**src/rtl/fifo_flagged.sv**
```systemverilog
// Single-clock flagged FIFO for the buff_uart TX/RX byte path.
// Optional FIFO_FWFT_EN selects first-word fall-through read data.
module fifo_flagged #(
  parameter int WIDTH    = 8,
  parameter int LENGTH   = 4,
  parameter int AF_LEVEL = 3,
  parameter int AE_LEVEL = 1
) (
  input  logic                         clock,
  input  logic                         resetn,
  input  logic                         write_enable,
  input  logic [WIDTH-1:0]             data_in,
  input  logic                         read_enable,
  output logic [WIDTH-1:0]             data_out,
  output logic                         full,
  output logic                         empty,
  output logic                         almost_full,
  output logic                         almost_empty,
  output logic [$clog2(LENGTH+1)-1:0]  count,
  output logic                         overflow,
  output logic                         underflow,
  input  logic                         clear_errors
);

  localparam int CW = $clog2(LENGTH+1);
  localparam int PW = $clog2(LENGTH);

  localparam logic [PW-1:0] LAST = PW'(LENGTH-1);
  localparam logic [CW-1:0] LEN_C = CW'(LENGTH);
  localparam logic [CW-1:0] AF_C  = CW'(AF_LEVEL);
  localparam logic [CW-1:0] AE_C  = CW'(AE_LEVEL);

  logic [WIDTH-1:0] mem [LENGTH];
  logic [PW-1:0]    wr_ptr;
  logic [PW-1:0]    rd_ptr;
  logic             rd_acc;
  logic             wr_acc;
  logic [CW-1:0]    cnt_nxt;

  // A read frees a slot, so a full FIFO still takes a same-cycle write.
  assign rd_acc = read_enable && !empty;
  assign wr_acc = write_enable && (!full || rd_acc);

  // Depth need not be a power of two, so wrap by compare.
  function automatic logic [PW-1:0] ptr_inc(input logic [PW-1:0] p);
    return (p == LAST) ? '0 : p + PW'(1);
  endfunction

  // Next occupancy from the accepted operations.
  always_comb begin
    cnt_nxt = count;
    unique case ({wr_acc, rd_acc})
      2'b10:   cnt_nxt = count + CW'(1);
      2'b01:   cnt_nxt = count - CW'(1);
      default: cnt_nxt = count;
    endcase
  end

  // Storage array; contents are don't-care after reset.
  always_ff @(posedge clock) begin
    if (wr_acc) mem[wr_ptr] <= data_in;
  end

  // Read and write pointers.
  always_ff @(posedge clock or negedge resetn) begin
    if (!resetn) begin
      wr_ptr <= '0;
      rd_ptr <= '0;
    end else begin
      if (wr_acc) wr_ptr <= ptr_inc(wr_ptr);
      if (rd_acc) rd_ptr <= ptr_inc(rd_ptr);
    end
  end

  // Count and its derived flags, all registered together.
  always_ff @(posedge clock or negedge resetn) begin
    if (!resetn) begin
      count        <= '0;
      full         <= 1'b0;
      empty        <= 1'b1;
      almost_full  <= 1'b0;
      almost_empty <= 1'b1;
    end else begin
      count        <= cnt_nxt;
      full         <= (cnt_nxt == LEN_C);
      empty        <= (cnt_nxt == '0);
      almost_full  <= (cnt_nxt >= AF_C);
      almost_empty <= (cnt_nxt <= AE_C);
    end
  end

  // Sticky error flags; a new error beats a clear.
  always_ff @(posedge clock or negedge resetn) begin
    if (!resetn) begin
      overflow  <= 1'b0;
      underflow <= 1'b0;
    end else begin
      if (write_enable && !wr_acc) overflow <= 1'b1;
      else if (clear_errors)       overflow <= 1'b0;
      if (read_enable && !rd_acc)  underflow <= 1'b1;
      else if (clear_errors)       underflow <= 1'b0;
    end
  end

`ifdef FIFO_FWFT_EN
  // Head word shown directly; zero while nothing is stored.
  always_comb begin
    data_out = '0;
    if (!empty) data_out = mem[rd_ptr];
  end
`else
  // Registered read data, held when no read is accepted.
  always_ff @(posedge clock or negedge resetn) begin
    if (!resetn)     data_out <= '0;
    else if (rd_acc) data_out <= mem[rd_ptr];
  end
`endif

endmodule

```
**config.mk**
```make
export PLATFORM = sky130hd
export DESIGN_NAME = fifo_flagged
export DESIGN_NICKNAME = d
export VERILOG_FILES = /design/src/rtl/fifo_flagged.sv
export SDC_FILE = /design/constraint.sdc
export NUM_CORES = 1
export LEC_CHECK = 0
export CAP_MARGIN = 40
export CORE_MARGIN = 2
export CORE_UTILIZATION = 50
export CTS_BUF_LIST = sky130_fd_sc_hd__clkbuf_2
export CTS_CLUSTER_SIZE = 40
export DETAILED_ROUTE_END_ITERATION = 10
export PLACE_DENSITY = 0.74
export RECOVER_POWER = 25
export SLEW_MARGIN = 20
export SYNTH_ARGS = -nofsm -noshare
export SYNTH_HDL_FRONTEND = slang
export SYNTH_SLANG_ARGS = --single-unit
export TNS_END_PERCENT = 100
```
**constraint.sdc**
```tcl
create_clock -name clock -period 6.65 [get_ports clock]
set_input_delay 0.9975 -clock clock [delete_from_list [all_inputs] [get_ports clock]]
set_output_delay 0.9975 -clock clock [all_outputs]
set_load 0.005 [all_outputs]
```
# [Word level (Yosys, flattened, before mapping)]
# Memories as Yosys holds them, arrays and structs flattened. A register that Yosys moved wholly into a read port is not among the register bits.
# Cells that the tools add are included.
[word_totals] register_bits=13 ram_bits=32 in_bits=13 elab_cells=42 mem_count=1
[op_classes] addsub=4 n_lt_le_gt_ge=2 eq_ne=5 n_mux=8 n_reduce_logical=13
[mem_list] name="mem" words=4 word_bits=8 read_ports=1 rd_ports_with_merged_regs=1 write_ports=1 line="33" rtl="logic [WIDTH-1:0] mem [LENGTH];"
[ops] op="$eq 2x2->1 const B" n=3
[ops] op="$pmux 3 s2" n=1
[ops] op="$logic_not 1->1" n=5
[ops] op="$mux 1" n=5
[ops] op="$add 2x1->2 const B" n=2
[ops] op="$logic_and 1x1->1" n=4
[ops] op="$mux 2" n=2
[ops] op="$reduce_bool 2->1" n=2
[ops] op="$add 3x1->3 const B" n=1
[ops] op="$eq 3x3->1 const B" n=1
[ops] op="$ge 3x2->1 const B" n=1
[ops] op="$le 3x1->1 const B" n=1
[ops] op="$logic_not 3->1" n=1
[ops] op="$sub 3x1->3 const B" n=1
[ops] op="$eq 2x1->1 const B" n=1
[ops] op="$logic_or 1x1->1" n=1

# [Longest topological paths before layout]
[logic_depth] ltp_word=7 ltp_mapped=8 ltp_nobuf=8

# [Worst setup path after synthesis]
# No wires, ideal clock.
[synth_timing] kind="input to register" startpoint="input port read_enable" endpoint="register almost_empty" setup_time_ns=0.078 arrival_ns=2.581 required_time_ns=6.572 slack_ns=3.990 cell_stages=8 n_path_buf=0 path_cell_list="nand2b_4 > a21boi_2 > inv_1 > ha_1 > fa_1 > xnor2_1 > or3_1 > nor3b_1"
[synth_between] elab_chain_cells=6 elab_cells_between_ends=7 cone_classes="order compare (1); eq/ne (2); mux (1); reduce/logical (3)"
[synth_rtl] element="from (decl)" line="13" rtl="input logic read_enable,"
[synth_rtl] element="$logic_and 1x1->1 (*)" line="41" rtl="assign rd_acc = read_enable && !empty;"
[synth_rtl] element="$logic_or 1x1->1" line="42" rtl="assign wr_acc = write_enable && (!full || rd_acc);"
[synth_rtl] element="$logic_and 1x1->1" line="42"
[synth_rtl] element="$eq 2x1->1 or $eq 2x2->1 (tied branches)" line="52" rtl="unique case ({wr_acc, rd_acc})"
[synth_rtl] element="$pmux 3 s2 (*)" line="52"
[synth_rtl] element="$le 3x1->1 (*)" line="88" rtl="almost_empty <= (cnt_nxt <= AE_C);"
[synth_rtl] element="to (signal assigned)" line="88"
[synth_rtl] element="to (decl)" line="18" rtl="output logic almost_empty,"
# Mark *: on every way between the ends. The rest lies on a longest branch, timed or not.
# A chain may end at the register's enable or synchronous reset.

# [Worst setup path after layout]
# Same ends and word-level chain as after synthesis.

==> metrics <==
cts bufs inserted=5; HPWL Detailed=2.50 mm; worst reg2reg setup slack=4.22 ns; Final Hold Viols=0; Fin Clk Skew=0.0323 ns; Tot GR Track Use=16.9%; I/O pins=30; Worst setup SP type=input pin; Util after Layout=62.8%; Die Area=4830 um^2; first-pass GRT wire length=6.06 mm; crit-path max cell delay=0.53 ns; final non-filler cell total=220; CTS resizes=0; Peak supply drop=0.211 mV; H-tree levels=2; initial antenna violation count=0; Placed Cells=212; Final ANT Viol Nets=0; total negative slack=0 ns; Buffers on Ports=29; #FFs+latches synth=53; Die Ht=69.5 um; Power, Total=1.03 mW; Total Wirelength=3.53 mm; Rel. slew slack=60.9%; fin. max-slew vios=0; Seq pwr share=51.1%; Mapped Area=2140 um^2; Most used DFF post-synth=edfxtp_1; syn nets=156; post-synth top area cell=edfxtp_1; CTS tree=yes; initial drt markers=44; number of buffers and inverters on the critical path=2; Synth Area per Inst=15.8 um^2; crit path from=read_enable; Required @ worst endpoint=7.01 ns; Fmax=0.329 GHz; total grt overflow=0; sequential area share after synthesis=69.4%; Post CTS Setup Buffer Count=0; ranking of synthesized cells by area=edfxtp_1 (45%), dfrtp_1 (22%), mux4_2 (8.4%); final setup fails=0; DR vias/cell=5.33; switch share=30.5%; Post-synth ARST share=39.6%; P&R area growth vs syn=18.8%; Final #Nets=189; # clock sinks=53; CP arrival=3.40 ns; Root Driver=clkbuf_2; CTS hold repair buffers=0; PwrDens=403 nW/um^2; layout cells sized above 1=14.1%; post-synth top area share=44.8%; row cnt=23; GP Congestion=0.827; Initial Util=52.9%; max cap viols=0; Cell Chain, Critical Path=clkdlybuf4s50_1 -> nand2b_4 -> a21boi_2 -> inv_1 -> ha_1 -> fa_1 -> xnor2_1 -> or3_1 -> nor3b_1; Pleak=0.989 nW; Slowest cell on crit path=clkdlybuf4s50_1; Core Area=4060 um^2; hold_ws=0.517 ns; Worst-path clk slew=0.27 ns; Vias=1172; Syn. warnings=0; Worst setup EP type=flop; Worst-Skew Late Latency=0.44 ns; most common cell in the synthesized netlist=edfxtp_1; NetSw=313 uW; Internal=714 uW; combinational fraction of design power=33.5%; Clock Power Share=15.4%; diode count=0; Final period util=45.8%; number of synthesized flops with an enable pin=32; vias in the first global route=1273; CP top delay family=buffers and inverters; synth cell count leaders=edfxtp_1 (32), nand2_1 (29), dfrtp_1 (19), mux4_2 (8), ha_1 (6); Hold Path Class=reg2reg; HP Start=data_out[3]; Longest Clk Path Bufs=2; First-pass DRT Iterations=4; crit-path max FO=14; Netlist cell types=31; pin count of the biggest net entering global routing=17; worst slew pin tran=0.587 ns; residual DRC count=0; chip width=69.5 um; synthesized netlist cell count=136; Final Critical Period=3.04 ns; unrepaired setup endpoints after global routing=false; status=complete, no violations; routed length per instance=16.0 um; r2r startpoint=empty; crit path kind=in2reg
-- sequential cells by signal, indices dropped and copies added, names as in the netlist --
| signal | cells |
|---|---|
| almost_empty | 1 |
| almost_full | 1 |
| count | 3 |
| data_out | 8 |
| empty | 1 |
| full | 1 |
| mem | 32 |
| overflow | 1 |
| rd_ptr | 2 |
| underflow | 1 |
| wr_ptr | 2 |
-- final timing paths --
check / to / cells past startpoint
setup / recovery: almost_empty / 9
setup reg to reg: almost_empty / 8
min in group asynchronous: data_out[6] / 1
hold / removal: data_out[3] / 2
hold reg to reg: data_out[3] / 2
max in group asynchronous: almost_empty / 2
-- layout by cell type (no fill, tap or decap), types with 2 or more instances in the layout --
master,Yosys,layout
mux4_2,8,8
clkdlybuf4s50_1,0,21
nand2_1,29,29
dlygate4sd3_1,0,8
ha_1,6,6
clkbuf_2,0,5
edfxtp_1,32,32
nand2b_1,2,2
dfrtp_1,19,19
o21ai_0,2,2
nor3b_1,2,2
dfstp_2,2,2
nor2_1,2,2
mux2_1,2,2
and2_1,4,4
xnor2_1,2,2
inv_1,5,5
-- layer usage --
metal	routed length [um]	vias to the layer above	global-route usage (%)
met3	168	7	5.09
met2	1850	32	28.5
met5	0	-	0
li1	-	552	-
met1	1430	581	19.7
met4	80	0	7.84
-- per-stage QoR --
stage | setup slack (ns) | area [um^2]
6_report | 3.61 | 2550
5_1_grt | 3.49 | 2550
2_1_floorplan | 3.99 | 2140
3_5_place_dp | 3.16 | 2480
3_3_place_gp | 3.29 | 2470
4_1_cts | 3.61 | 2550
-- power groups by stage --
stage               Combinational [mW]  Sequential (mW)  Clock (mW)
finish                           0.344            0.525       0.158
global route                     0.382            0.541       0.177
CTS                              0.353            0.528       0.165
detailed placement               0.351            0.536           0
global placement                 0.336            0.529           0
floorplan                        0.229            0.504           0
-- worst min-delay path, cell delays in order, from the launching register on --
cell     delay [ns]
dfrtp_1        0.41
nand2_1        0.05
nand2_1        0.05
-- cell families after synthesis --
logic type               after synthesis  synth area share, %
XOR/XNOR                               2                0.817
AO/OA/AOI/OAI                          7                 2.39
AND/OR/NAND/NOR                       45                 10.2
buffers and inverters                 10                 2.28
adder cells (fa/ha/maj)                7                 4.43
flip-flops                            53                 69.4
multiplexers                          12                 10.4
-- final cells by class --
cell class                      instances  area [um^2]
Multi-Input combinational cell         73          607
Clock inverter                          3         41.3
Clock buffer                            5         25.0
Sequential cell                        53         1490
Timing Repair Buffer                   30          302
Tap cell                               50         62.6
Fill cell                             292         1510
Inverter                                6         22.5
Power figures use the tool's default switching activity.
